$ cat config.mk
export PLATFORM = sky130hd
export DESIGN_NAME = cpu_redundancy_arbiter
export DESIGN_NICKNAME = d
export VERILOG_FILES = /design/src/rtl/cpu_arb_pkg.sv /design/src/rtl/err_hist_counter.sv /design/src/rtl/cpu_redundancy_arbiter.sv
export SDC_FILE = /design/constraint.sdc
export NUM_CORES = 1
export LEC_CHECK = 0
export BUFFER_PORTS_ARGS = -buffer_cell sky130_fd_sc_hd__buf_2
export CAP_MARGIN = 25
export CORE_MARGIN = 5
export CORE_UTILIZATION = 56
export CTS_CLUSTER_DIAMETER = 60
export DETAILED_ROUTE_END_ITERATION = 10
export PLACE_DENSITY_LB_ADDON = 0.05
export SYNTH_ARGS = -nofsm -noshare
export SYNTH_HDL_FRONTEND = slang
export SYNTH_HIERARCHICAL = 1
export SYNTH_SLANG_ARGS = --single-unit
$ cat constraint.sdc
create_clock -name clk -period 6.4 [get_ports clk]
set_input_delay 0 -clock clk [delete_from_list [all_inputs] [get_ports clk]]
set_output_delay 0 -clock clk [all_outputs]
set_load 0.005 [all_outputs]
$ cat src/rtl/cpu_arb_pkg.sv
// rtl/cpu_arb_pkg.sv - shared state encoding, constants and helpers for the CPU redundancy arbiter
// Contents: arb_state_t (RUN/HOLD), HOLDOFF_CYC_DEF, clog2().
package cpu_arb_pkg;

  typedef enum logic {
    ST_RUN  = 1'b0,
    ST_HOLD = 1'b1
  } arb_state_t;

  localparam int HOLDOFF_CYC_DEF = 1000;

  // Ceiling log2 with a floor of 1 so a 1-value range still gets a 1-bit field.
  function automatic int clog2(input int n);
    int r;
    r = 0;
    while ((1 << r) < n) r++;
    return (r < 1) ? 1 : r;
  endfunction

endpackage

$ cat src/rtl/err_hist_counter.sv
// rtl/err_hist_counter.sv - per-channel health synchroniser, fault edge detect and error history counter
// Ports:
//   clk, rst   : clock, asynchronous active-high reset
//   io_ok      : raw health line (1=healthy), asynchronous to clk
//   shift      : rescale, halve the count this edge
//   clr        : clear the count this edge (wins over shift and increment)
//   err        : synchronised fault flag (1=faulty)
//   cnt        : saturating error count
module err_hist_counter #(
  parameter int ERR_W = 8
) (
  input  logic             clk,
  input  logic             rst,
  input  logic             io_ok,
  input  logic             shift,
  input  logic             clr,
  output logic             err,
  output logic [ERR_W-1:0] cnt
);

  localparam logic [ERR_W-1:0] CNT_MAX = '1;

  // sync_q[1] is the synchronised level, sync_q[2] its previous value for edge detection.
  logic [2:0]       sync_q;
  logic             rise;
  logic [ERR_W-1:0] base;
  logic [ERR_W-1:0] cnt_d;

  always_ff @(posedge clk or posedge rst) begin
    if (rst) begin
      sync_q <= 3'b111;
      cnt    <= '0;
    end else begin
      sync_q <= {sync_q[1:0], io_ok};
      cnt    <= cnt_d;
    end
  end

  assign err  = ~sync_q[1];
  assign rise = ~sync_q[1] & sync_q[2];

  // Rescale first, then count a new fault on top of the halved value.
  always_comb begin
    base  = shift ? (cnt >> 1) : cnt;
    cnt_d = base;
    if (clr) begin
      cnt_d = '0;
    end else if (rise && (base != CNT_MAX)) begin
      cnt_d = base + 1'b1;
    end
  end

endmodule

$ cat src/rtl/cpu_redundancy_arbiter.sv
// rtl/cpu_redundancy_arbiter.sv - N-way active CPU selection from health lines and error history
// Ports:
//   clk, rst     : clock, asynchronous active-high reset
//   io_ok        : per-CPU health lines (1=healthy), asynchronous
//   force_swi    : one-cycle forced switch request, com_sel is the target
//   sel_idx      : active CPU index, sel_onehot its one-hot decode
//   switch_pulse : one-cycle strobe when sel_idx changes
//   all_fail     : no channel healthy
//   holdoff      : post-switch holdoff timer running
//   err_cnt      : flattened error counters, channel 0 in the LSBs
module cpu_redundancy_arbiter
  import cpu_arb_pkg::*;
#(
  parameter int N_CPU       = 2,
  parameter int IDX_W       = 1,
  parameter int ERR_W       = 8,
  parameter int HYST        = 2,
  parameter int HOLDOFF_CYC = HOLDOFF_CYC_DEF
) (
  input  logic                   clk,
  input  logic                   rst,
  input  logic [N_CPU-1:0]       io_ok,
  input  logic                   force_swi,
  input  logic [IDX_W-1:0]       com_sel,
  output logic [IDX_W-1:0]       sel_idx,
  output logic [N_CPU-1:0]       sel_onehot,
  output logic                   switch_pulse,
  output logic                   all_fail,
  output logic                   holdoff,
  output logic [N_CPU*ERR_W-1:0] err_cnt
);

  localparam int               TMR_W      = clog2(HOLDOFF_CYC);
  localparam logic [TMR_W-1:0] TMR_RELOAD = TMR_W'(HOLDOFF_CYC - 1);
  localparam logic [ERR_W:0]   HYST_M     = (ERR_W + 1)'(HYST);

  logic [N_CPU-1:0] err;
  logic [N_CPU-1:0] healthy;
  logic [N_CPU-1:0] at_max;
  logic [ERR_W-1:0] cnt [N_CPU];
  logic             any_healthy;
  logic             shift;

  arb_state_t       state_q, state_d;
  logic [TMR_W-1:0] timer_q, timer_d;
  logic [IDX_W-1:0] sel_d;
  logic [N_CPU-1:0] onehot_d;
  logic             reload;

  logic [IDX_W-1:0] best;
  logic [ERR_W-1:0] best_cnt;
  logic             found;
  logic [ERR_W-1:0] act_cnt;
  logic             act_ok;
  logic             com_ok;
  logic             hist_ok;

  for (genvar g = 0; g < N_CPU; g++) begin : g_ch
    err_hist_counter #(.ERR_W(ERR_W)) u_cnt (
      .clk   (clk),
      .rst   (rst),
      .io_ok (io_ok[g]),
      .shift (shift),
      .clr   (force_swi),
      .err   (err[g]),
      .cnt   (cnt[g])
    );
    assign at_max[g]                 = &cnt[g];
    assign err_cnt[g*ERR_W +: ERR_W] = cnt[g];
  end

  assign healthy     = ~err;
  assign any_healthy = |healthy;
  // Any counter at the ceiling halves every counter, keeping their order.
  assign shift       = |at_max;
  assign holdoff     = (state_q == ST_HOLD);

  // Best healthy channel (lowest count, lowest index on ties) plus lookups
  // of the active and commanded channels without out-of-range indexing.
  always_comb begin
    best     = '0;
    best_cnt = '1;
    found    = 1'b0;
    act_cnt  = '0;
    act_ok   = 1'b0;
    com_ok   = 1'b0;
    for (int i = 0; i < N_CPU; i++) begin
      if (healthy[i] && (!found || (cnt[i] < best_cnt))) begin
        found    = 1'b1;
        best     = IDX_W'(i);
        best_cnt = cnt[i];
      end
      if (sel_idx == IDX_W'(i)) begin
        act_cnt = cnt[i];
        act_ok  = healthy[i];
      end
      if (com_sel == IDX_W'(i)) begin
        com_ok = healthy[i];
      end
    end
  end

  // One extra bit so best_cnt + HYST cannot wrap.
  assign hist_ok = ({1'b0, best_cnt} + HYST_M) <= {1'b0, act_cnt};

  always_comb begin
    state_d = state_q;
    timer_d = timer_q;
    sel_d   = sel_idx;
    reload  = 1'b0;
    if (force_swi) begin
      if (com_ok) begin
        sel_d = com_sel;
      end
      reload = 1'b1;
    end else if (!act_ok && any_healthy) begin
      sel_d  = best;
      reload = 1'b1;
    end else if ((state_q == ST_RUN) && act_ok && (best != sel_idx) && hist_ok) begin
      sel_d  = best;
      reload = 1'b1;
    end
    // With no healthy channel none of the above fires and sel_idx holds.

    if (reload) begin
      state_d = ST_HOLD;
      timer_d = TMR_RELOAD;
    end else if (state_q == ST_HOLD) begin
      if (timer_q == '0) begin
        state_d = ST_RUN;
      end else begin
        timer_d = timer_q - 1'b1;
      end
    end

    onehot_d = '0;
    for (int i = 0; i < N_CPU; i++) begin
      onehot_d[i] = (sel_d == IDX_W'(i));
    end
  end

  always_ff @(posedge clk or posedge rst) begin
    if (rst) begin
      state_q      <= ST_RUN;
      timer_q      <= '0;
      sel_idx      <= '0;
      sel_onehot   <= N_CPU'(1);
      switch_pulse <= 1'b0;
      all_fail     <= 1'b0;
    end else begin
      state_q      <= state_d;
      timer_q      <= timer_d;
      sel_idx      <= sel_d;
      sel_onehot   <= onehot_d;
      switch_pulse <= (sel_d != sel_idx);
      all_fail     <= ~any_healthy;
    end
  end

endmodule

# Word-level counts from Yosys, hierarchy flattened

Cells that the tools add are included.

Memories kept: 0
Latch bits: 0
Flip-flop bits (word level): 38
Output and inout bits: 22
Word-level logic and storage cells: 72
Memory bits (writable): 0
Bits in read-only memories: 0

$add $sub $neg: 4
Mux-type cells: 26
Div/mod/pow operators: 0
$mul: 0
Equality and inequality tests: 5
Reductions and logical operators: 17
Order comparisons: 2
Bitwise logic cells: 8
Shift operators: 0

Operators with widths:

| kind                    | count |
|---|---|
| $mux W8                 | 9 |
| $mux W10                | 3 |
| $add A8 B1 Y8 const B   | 2 |
| $ne A8 B8 Y1 const B    | 2 |
| $reduce_and A8 Y1       | 2 |
| $mux W1                 | 14 |
| $logic_not A10 Y1       | 1 |
| $sub A10 B1 Y10 const B | 1 |
| $add A8 B2 Y9 const B   | 1 |
| $le A9 B8 Y1            | 1 |
| $lt A8 B8 Y1            | 1 |
| $logic_and A1 B1 Y1     | 7 |
| $not A1 Y1              | 5 |
| $reduce_or A2 Y1        | 2 |
| $and A1 B1 Y1           | 2 |
| $logic_not A1 Y1        | 2 |
| $ne A1 B1 Y1            | 2 |
| $ne A2 B2 Y1 const B    | 1 |
| $not A2 Y2              | 1 |
| $reduce_and A2 Y1       | 1 |
| $reduce_bool A2 Y1      | 1 |
| $logic_or A1 B1 Y1      | 1 |

# Logic depth before layout (Yosys ltp)

Gate-level depths: netlist (run 1).

Word-level depth: 15
Gate-level depth with buffers: 24
Mapped depth without buffers: 21

# Cells and area by module

The synthesis (run 1) kept the hierarchy.

Modules (own cells, without submodules):

| module                 | area an instance (µm²) | seq. area each (µm²) | cells each | instances |
|---|---|---|---|---|
| cpu_redundancy_arbiter | 1599.0                 | 376.6                | 187        | 1 |
| err_hist_counter       | 681.9                  | 279.0                | 66         | 2 |

# Worst setup path before layout (run 1)

No wires, ideal clock.

Kind: flip-flop to flip-flop
Start point: reg g_ch[0].u_cnt.sync_q[1]
End point: reg switch_pulse
Data required time: 6.329 ns
Stages on the path, launching flop included: 22
Path slack: 1.914 ns
Library setup time: 0.071 ns
Data arrival time: 4.414 ns
Cells stage by stage: dfstp_2 -> inv_1 -> clkbuf_1 -> nor2_1 -> ha_1 -> a211oi_1 -> a21oi_1 -> o31ai_1 -> buf_2 -> o22ai_1 -> inv_1 -> ha_1 -> o2111ai_1 -> xor2_1 -> mux2i_1 -> ha_1 -> a2111oi_0 -> a311oi_1 -> a221o_1 -> o211a_2 -> buf_6 -> nor2_1

Word-level cells in the longest chain between the ends: 14
Elaborated cells between the ends (all ways): 26
Those cells by class: add/sub: 1; order compare: 2; eq/ne: 2; mux: 10; bitwise: 2; reduce/logical: 9

Ends and longest elaborated chain:

| what                                                | RTL line                                                     | source |
|---|---|---|
| start, declared                                     | err_hist_counter.sv:24                                       | `logic [2:0] sync_q;` |
| start signal, assigned                              | err_hist_counter.sv:34                                       | `sync_q <= {sync_q[1:0], io_ok};` |
| $not A1 Y1 (*)                                      | err_hist_counter.sv:39                                       | `assign err = ~sync_q[1];` |
| via err[0]                                          | cpu_redundancy_arbiter.sv:37                                 | `logic [N_CPU-1:0] err;` |
| $not A2 Y2 (*)                                      | cpu_redundancy_arbiter.sv:72                                 | `assign healthy = ~err;` |
| $mux W8 or $mux W1 (tied branches)                  | cpu_redundancy_arbiter.sv:88                                 | `if (healthy[i] && (!found \|\| (cnt[i] < best_cnt))) begin` |
| $lt A8 B8 Y1 or $logic_not A1 Y1 (tied branches)    | cpu_redundancy_arbiter.sv:88                                 |  |
| $logic_or A1 B1 Y1                                  | cpu_redundancy_arbiter.sv:88                                 |  |
| $logic_and A1 B1 Y1                                 | cpu_redundancy_arbiter.sv:88                                 |  |
| $mux W8 or $mux W1 (tied branches)                  | cpu_redundancy_arbiter.sv:88                                 |  |
| $add A8 B2 Y9 or $ne A1 B1 Y1 (tied branches)       | cpu_redundancy_arbiter.sv:104, cpu_redundancy_arbiter.sv:119 |  |
| $le A9 B8 Y1 or $logic_and A1 B1 Y1 (tied branches) | cpu_redundancy_arbiter.sv:104, cpu_redundancy_arbiter.sv:119 |  |
| $logic_and A1 B1 Y1                                 | cpu_redundancy_arbiter.sv:119                                | `end else if ((state_q == ST_RUN) && act_ok && (best != sel_idx) && hist_ok) begin` |
| $mux W1                                             | cpu_redundancy_arbiter.sv:119                                |  |
| $mux W1                                             | cpu_redundancy_arbiter.sv:116                                | `end else if (!act_ok && any_healthy) begin` |
| $mux W1 (*)                                         | cpu_redundancy_arbiter.sv:111                                | `if (force_swi) begin` |
| $ne A1 B1 Y1 (*)                                    | cpu_redundancy_arbiter.sv:155                                | `switch_pulse <= (sel_d != sel_idx);` |
| end signal, assigned                                | cpu_redundancy_arbiter.sv:155                                |  |
| end, declared                                       | cpu_redundancy_arbiter.sv:27                                 | `output logic switch_pulse,` |

Mark *: on every way through the listed nets, which the timed path passes. The rest lies on a longest branch.
A chain may end at the register's enable or synchronous reset.

# Final worst setup path (run 1)

Start point: reg g_ch[0].u_cnt.sync_q[1]
End point: reg timer_q[3]

Word-level cells in the longest chain between the ends: 15
Elaborated cells between the ends (all ways): 27
Those cells by class: add/sub: 1; order compare: 2; eq/ne: 2; mux: 9; bitwise: 2; reduce/logical: 11

Ends and longest elaborated chain:

| what                                                         | RTL line                                                     | source |
|---|---|---|
| $not A1 Y1 (*)                                               | err_hist_counter.sv:39                                       |  |
| via err[0]                                                   | cpu_redundancy_arbiter.sv:37                                 |  |
| $not A2 Y2 (*)                                               | cpu_redundancy_arbiter.sv:72                                 |  |
| $mux W8 or $mux W1 (tied branches)                           | cpu_redundancy_arbiter.sv:88                                 |  |
| $lt A8 B8 Y1 or $logic_not A1 Y1 (tied branches)             | cpu_redundancy_arbiter.sv:88                                 |  |
| $logic_or A1 B1 Y1                                           | cpu_redundancy_arbiter.sv:88                                 |  |
| $logic_and A1 B1 Y1                                          | cpu_redundancy_arbiter.sv:88                                 |  |
| $mux W8 or $mux W1 (tied branches)                           | cpu_redundancy_arbiter.sv:88                                 |  |
| $add A8 B2 Y9 or $ne A1 B1 Y1 (tied branches)                | cpu_redundancy_arbiter.sv:104, cpu_redundancy_arbiter.sv:119 |  |
| $le A9 B8 Y1 or $logic_and A1 B1 Y1 (tied branches)          | cpu_redundancy_arbiter.sv:104, cpu_redundancy_arbiter.sv:119 |  |
| $logic_and A1 B1 Y1                                          | cpu_redundancy_arbiter.sv:119                                |  |
| $mux W1                                                      | cpu_redundancy_arbiter.sv:119                                |  |
| $mux W1 (*)                                                  | cpu_redundancy_arbiter.sv:116                                |  |
| $mux W1 (*)                                                  | cpu_redundancy_arbiter.sv:111                                |  |
| $ne A2 B2 Y1 (no line) or $reduce_bool A2 Y1 (tied branches) | n/a                                                          |  |
| $reduce_and A2 Y1 (no line)                                  | n/a                                                          |  |
| end signal, assigned                                         | cpu_redundancy_arbiter.sv:152                                | `timer_q <= timer_d;` |
| end, declared                                                | cpu_redundancy_arbiter.sv:45                                 | `logic [TMR_W-1:0] timer_q, timer_d;` |

Marks and branches as above.

==> results of run 1 <==
-- synth_stat cells, types with 6 or more instances --
| library cell | instances |
|---|---|
| xnor2_1 | 11 |
| ha_1 | 19 |
| nand3_1 | 9 |
| o211ai_1 | 6 |
| dfstp_2 | 7 |
| nand2b_1 | 6 |
| xor2_1 | 10 |
| inv_1 | 15 |
| mux2i_1 | 31 |
| nand2_1 | 23 |
| dfrtp_1 | 30 |
| nor3_1 | 18 |
| nor2_1 | 26 |
-- worst paths after layout --
| check | end | slack [ns] | depth (start not counted) |
|---|---|---|---|
| worst max-delay path | timer_q[3]$_DFFE_PP0P_ | 1.35 | 19 |
| worst max register to register | timer_q[3]$_DFFE_PP0P_ | 1.35 | 19 |
| max in group asynchronous | sel_onehot[0]$_DFF_PP1_ | 5.71 | 3 |
| worst min register to register | g_ch[1].u_cnt/sync_q[1]$_DFF_PP1_ | 0.36 | 0 |
| worst min-delay path | g_ch[0].u_cnt/cnt[1]$_DFF_PP0_ | 0.14 | 2 |
| min in group asynchronous | g_ch[1].u_cnt/cnt[6]$_DFF_PP0_ | 0.27 | 3 |
-- state kept, by name, summed over array words and instances (netlist names), named ones only --
register,flops
all_fail,1
g_ch.u_cnt/cnt,16
sel_onehot,1
timer_q,10
holdoff,1
g_ch.u_cnt/sync_q,6
switch_pulse,1
-- kinds of logic (layout without fill, tap and decap cells) --
| logic type | Yosys count | in the layout | share of synthesized area [%] |
|---|---|---|---|
| AO/OA/AOI/OAI | 56 | 56 | 15.2 |
| XOR/XNOR | 21 | 21 | 6.21 |
| adder cells (fa/ha/maj) | 19 | 19 | 8.02 |
| buffers and inverters | 27 | 55 | 4.43 |
| flip-flops | 37 | 37 | 31.5 |
| multiplexers | 38 | 38 | 13.1 |
| AND/OR/NAND/NOR | 121 | 121 | 21.5 |
-- layer usage --
layer | GRT usage (%) | vias to the layer above | wire length (um)
met4 | 8.50 | 0 | 148
met2 | 33.9 | 87 | 3110
li1 | - | 1232 | -
met5 | 0 | - | 0
met1 | 31.1 | 1224 | 3100
met3 | 4.23 | 16 | 455
-- area by class of cell --
| class | instances | area share [%] |
|---|---|---|
| clock buffers | 5 | 2.09 |
| multi-input cells | 255 | 57.6 |
| clock inverters | 3 | 2.09 |
| inverters | 15 | 1.71 |
| repair buffers | 32 | 5.46 |
| well taps | 70 | 2.66 |
| flip-flops and latches | 37 | 28.3 |
-- stage by stage --
| stage | hold WS (ns) | setup WS (ns) | area (sq um) | util [%] | instances |
|---|---|---|---|---|---|
| 6_report | 0.145 | 1.35 | 3300 | 64.6 | 417 |
| 5_1_grt | 0.169 | 0.894 | 3300 | 64.6 | 417 |
| 3_5_place_dp | 0.0516 | 1.52 | 3130 | 61.3 | 406 |
| 3_3_place_gp | 0.0547 | 1.63 | 3130 | 61.3 | 406 |
| 4_1_cts | 0.136 | 1.49 | 3300 | 64.6 | 417 |
| 2_1_floorplan | -0.150 | 1.91 | 2960 | - | 319 |
-- cells in the final DEF (no fill, tap or decap), types with 4 or more instances in the layout --
cell type / instances
nand2b_1: 6
mux2_2: 5
dfstp_2: 7
nor3_1: 18
buf_2: 27
xor2_1: 10
o21ai_0: 4
mux2i_1: 31
nand4_1: 4
o211ai_1: 6
or3_1: 4
o22ai_1: 4
ha_1: 19
nand2_1: 23
dfrtp_1: 30
xnor2_1: 11
clkbuf_8: 5
nor3b_1: 5
nor4_1: 5
o31a_1: 4
nor2_1: 26
and2_1: 5
inv_1: 15
nand3_1: 9
-- where the power goes --
part	switching, uW	leakage (uW)	total [uW]	internal (uW)
combinational	69.4	0.000825	134	64.4
sequential	30.6	0.000444	286	256
clock	93.2	0.0000687	250	157
total	193	0.00134	670	477
==> flow_summary_export.csv, run 1 <==
group,metric,value,unit
run_status,status,"completed",
setup_path,end_kind,"flip-flop",
timing,hold_viol,0,
setup_path,rr_startpoint,"g_ch[0].u_cnt/sync_q[1]$_DFF_PP1_",
place,gp_congestion,0.936,
clock_tree,path_clk_slew,0.08,ns
clock_tree,post_cts_buffers,0,
route,avgViaCountPerCell,6.14,
clock_tree,clockBufferDepth,2,
clock_tree,clk-insertion-delay-late,0.30,ns
clock_tree,holdBufCountCts,3,
place,numPortBuffers,27,
route,wl_per_cell,16.3,um
floorplanning,io_pins,28,
synthesis,synth.cell_area,2960,sq um
setup_path,critical_path_arrival,5.24,ns
global_routing,grt_overflow_total,0,
floorplanning,coreArea,5110,sq um
synthesis,ys_seq_area_share,31.5,%
synthesis,yosys-top-cells-area,"dfrtp_1 (25%), mux2i_1 (10%), ha_1 (8.0%), dfstp_2 (6.2%), nor2_1 (3.3%)",
setup_path,startpoint_type,"flip-flop",
synthesis,avgSynthCellArea,9.29,sq um
global_routing,grt_max_degree,24,
cells_and_area,drive_above_1_share,17.9,%
clock_tree,cts_buffers,5,
floorplanning,initial_core_util,58.0,%
synthesis,synth_edf_count,0,
setup_path,crit_chain,"inv_1 -> nor2_1 -> ha_1 -> a41oi_1 -> a21oi_1 -> o31ai_1 -> buf_4 -> o22ai_1 -> inv_1 -> ha_1 -> o2111ai_1 -> xor2_1 -> mux2i_1 -> ha_1 -> a2111oi_0 -> a311oi_1 -> a221o_1 -> o211a_2 -> and2_1",
setup_path,critPathMaxFanout,15,
pwr,power.density,203,nW/um^2
cells_and_area,fillers,442,
synthesis,ys_warn_count,6,
flow_run,drv_cap,0,
timing,fin_skew,0.00731,ns
route,drt_wl_total,6820,um
cells_and_area,area_delta_synth_final,11.3,%
setup_path,critPathKind,"reg2reg",
floorplanning,die_w,82.7,um
floorplanning,rows,26,
global_routing,grt_pass1_wl,11700,um
synthesis,synth_ff_type,"dfrtp_1",
timing,fmax,0.198,GHz
timing,tns,0,ns
pwr,p_total,670,uW
setup_path,cp_top_family,"compound AO/OA/AOI/OAI gates",
clock_tree,post_cts_resized,0,
global_routing,first_global_vias,2447,
route,drt_iter0_markers,154,
timing,min_period,5.05,ns
clock_tree,cts_max_level,2,
setup_path,startpoint,"g_ch[0].u_cnt/sync_q[1]$_DFF_PP1_",
pwr,ir_drop,0.000104,V
synthesis,syn_nets,344,
timing,max_slew.worst_pin.slew,0.922,ns
setup_path,crit_required,6.60,ns
pwr,power_leakage,0.00134,uW
cells_and_area,multi_input_area,1900,sq um
route,drc,0,
timing,grt_setup_unrepaired,"false",
global_routing,grt_usage,22.2,%
timing,slew_headroom,38.5,%
timing,setup_viol,0,
min_path,min_from,"force_swi",
setup_path,crit_buf_inv,3,
min_path,worstHoldPathType,"in2reg",
timing,fin_crit_sh,78.9,%
synthesis,ys_ff_latch,37,
synthesis,yosysTopAreaCell,"dfrtp_1",
route,num_vias,2559,
floorplanning,die-area,6850,sq um
clock_tree,numClockSinks,37,
clock_tree,cts_root_buffer,"clkbuf_8",
route,dr.pass1.iters,5,
place,dp_hpwl,4870,um
synthesis,synth.distinct_cells,62,
cells_and_area,nNetsFinal,371,
floorplanning,die_h,82.7,um
clock_tree,cts_tree,"built",
global_routing,antenna_found_initial,0,
setup_path,crit_path_top_delay_cell,"dfstp_2",
cells_and_area,antenna_cells,0,
setup_path,max_stage_delay,0.54,ns
synthesis,async_flop_share,100,%
cells_and_area,seqCellArea,935,sq um
setup_path,crit_top_cell,"ha_1",
route,ant_nets,0,
synthesis,syn_inst,319,
timing,finalMaxSlewViolations,0,
synthesis,netlist.area_leader.share,25.3,%
(Power assumes the default switching activity.)
==> inputs of run 2 (changes only) <==
CORE_UTILIZATION = 54   (was 56)
clock period = 4.54 ns   (was 6.4 ns; I/O delays follow)
==> flow_summary_export.csv, run 2 (synthesis gave the netlist of run 1 again) <==
group,metric,value,unit
timing,grt_setup_unrepaired,"true",
timing,fmax,0.229,GHz
floorplanning,die-area,7070,sq um
timing,setup_viol,0,
cells_and_area,layout_common_cells,"mux2i_1 (31), buf_4 (31), dfrtp_1 (30)",
cells_and_area,fin_area,3680,sq um
timing,hold_viol,0,
setup_path,critPathMaxFanout,6,
setup_path,crit_required,4.77,ns
setup_path,critPathKind,"reg2reg",
global_routing,antenna_found_initial,0,
timing,fin_crit_sh,96.3,%
pwr,power.density,265,nW/um^2
timing,finalMaxSlewViolations,0,
cells_and_area,largest_register_ffs,16,
global_routing,grt_pass1_wl,12700,um
setup_path,critical_path_arrival,4.60,ns
cells_and_area,reg_top3,"g_ch.u_cnt/cnt (16), timer_q (10), g_ch.u_cnt/sync_q (6)",
floorplanning,die_w,84.1,um
floorplanning,die_h,84.1,um
place,dp.cells,431,
route,dr.pass1.iters,4,
pwr,ir_drop,0.000168,V
place,place_area,3300,sq um
setup_path,startpoint_type,"flip-flop",
floorplanning,rows,27,
cells_and_area,stdcell_count,451,
route,ant_nets,0,
place,numPortBuffers,27,
place,gp_congestion,0.928,
timing,fin_skew,0.00503,ns
route,num_vias,2672,
route,wl_per_cell,17.3,um
global_routing,grt_usage,21.8,%
clock_tree,cts_max_level,2,
clock_tree,path_clk_slew,0.08,ns
cells_and_area,area_delta_synth_final,24.2,%
run_status,status,"completed",
setup_path,startpoint,"g_ch[0].u_cnt/sync_q[1]$_DFF_PP1_",
setup_path,crit_chain,"clkinvlp_4 -> nor2_1 -> ha_1 -> a41oi_2 -> buf_4 -> a211o_2 -> nand2_2 -> o22ai_2 -> inv_2 -> ha_4 -> buf_4 -> a311oi_1 -> nor3_1 -> ha_1 -> o21ai_0 -> nand2b_1 -> a21oi_2 -> a311oi_2 -> a221o_1 -> a31o_1 -> and2_1",
clock_tree,numClockSinks,37,
setup_path,max_stage_delay,0.58,ns
clock_tree,clockBufferDepth,2,
global_routing,first_global_vias,2590,
floorplanning,io_pins,28,
cells_and_area,drive_above_1_share,29.3,%
setup_path,crit_path_top_delay_cell,"dfstp_2",
setup_path,end_kind,"flip-flop",
clock_tree,cts_buffers,5,
min_path,min_from,"force_swi",
timing,min_period,4.37,ns
route,avgViaCountPerCell,5.92,
floorplanning,coreArea,5410,sq um
route,drt_iter0_markers,168,
floorplanning,initial_core_util,54.8,%
cells_and_area,regMostFlops,"g_ch.u_cnt/cnt",
route,drc,0,
clock_tree,cts_tree,"built",
route,drt_wl_total,7790,um
clock_tree,clk-insertion-delay-late,0.29,ns
place,dp_hpwl,5510,um
flow_run,drv_cap,0,
setup_path,rr_startpoint,"g_ch[0].u_cnt/sync_q[1]$_DFF_PP1_",
pwr,power_leakage,0.00151,uW
timing,setup_ws,0.169,ns
global_routing,grt_overflow_total,0,
timing,slew_headroom,43.9,%
cells_and_area,nNetsFinal,403,
cells_and_area,utilization,68.1,%
cells_and_area,antenna_cells,0,
min_path,worstHoldPathType,"in2reg",
clock_tree,cts_root_buffer,"clkbuf_8",
global_routing,grt_max_degree,24,
timing,max_slew.worst_pin.slew,0.842,ns
place,pre_cts_slack,-0.127,ns
-- run 2: cell count changes in the layout (fill, tap and decap cells not counted), sizes merged --
cell / delta
buf: +31
clkinvlp: +1
inv: -1
o211a: +1
-- run 2: per-layer routing --
layer | wire, um | track usage [%] | vias to the layer above
met5 | 0 | 0 | -
met4 | 99 | 4.82 | 0
met3 | 243 | 3.46 | 10
met2 | 3710 | 34.1 | 53
met1 | 3740 | 31.5 | 1309
li1 | - | - | 1300
-- run 2: through the flow --
stage          hold slack (ns)  power [uW]  TNS, ns
2_1_floorplan           -0.150         551        0
5_1_grt                  0.166        1020  -0.0677
3_5_place_dp            0.0621         602   -0.415
4_1_cts                  0.147         957        0
3_3_place_gp            0.0555         600        0
6_report                 0.145         976        0
-- run 2: final cells by class --
class	count	area, sq um
inverter	15	60.1
multi-input combinational	256	2030
fill	431	1720
sequential	37	935
tap	72	90.1
clock buffer	5	68.8
clock inverter	3	68.8
timing repair buffer	63	424
-- run 2: report_power, final --
part	total, uW	internal, uW	switching (uW)
registers	406	360	45.8
logic	221	110	111
clock network	349	221	128
-- run 2: critical path, delay by kind of cell (launching register included) --
kind	cells	cell delay [ns]
AOI/OAI and AO/OA	9	1.79
adders and majority gates	3	0.79
buffers and inverters	4	0.50
DFF	1	0.58
and+or+nand+nor	5	0.63
-- run 2: timing repair --
action,4_1_cts,5_1_grt
buffers inserted,0,7
endpoints found under the setup margin,14,14
gates resized for setup,4,24
cloned,0,1
hold endpoints to repair,32,0
pin swaps,1,13
hold buffers,3,0
-- run 2: worst paths after layout --
path,endpoint,slack [ns],cells past startpoint
setup reg to reg,sel_onehot[0]$_DFF_PP1_,0.17,21
hold / removal,g_ch[0].u_cnt/cnt[1]$_DFF_PP0_,0.15,2
max in group asynchronous,sel_onehot[0]$_DFF_PP1_,3.83,3
setup / recovery,sel_onehot[0]$_DFF_PP1_,0.17,21
hold reg to reg,g_ch[0].u_cnt/sync_q[1]$_DFF_PP1_,0.36,0
min in group asynchronous,g_ch[1].u_cnt/cnt[7]$_DFF_PP0_,0.30,3
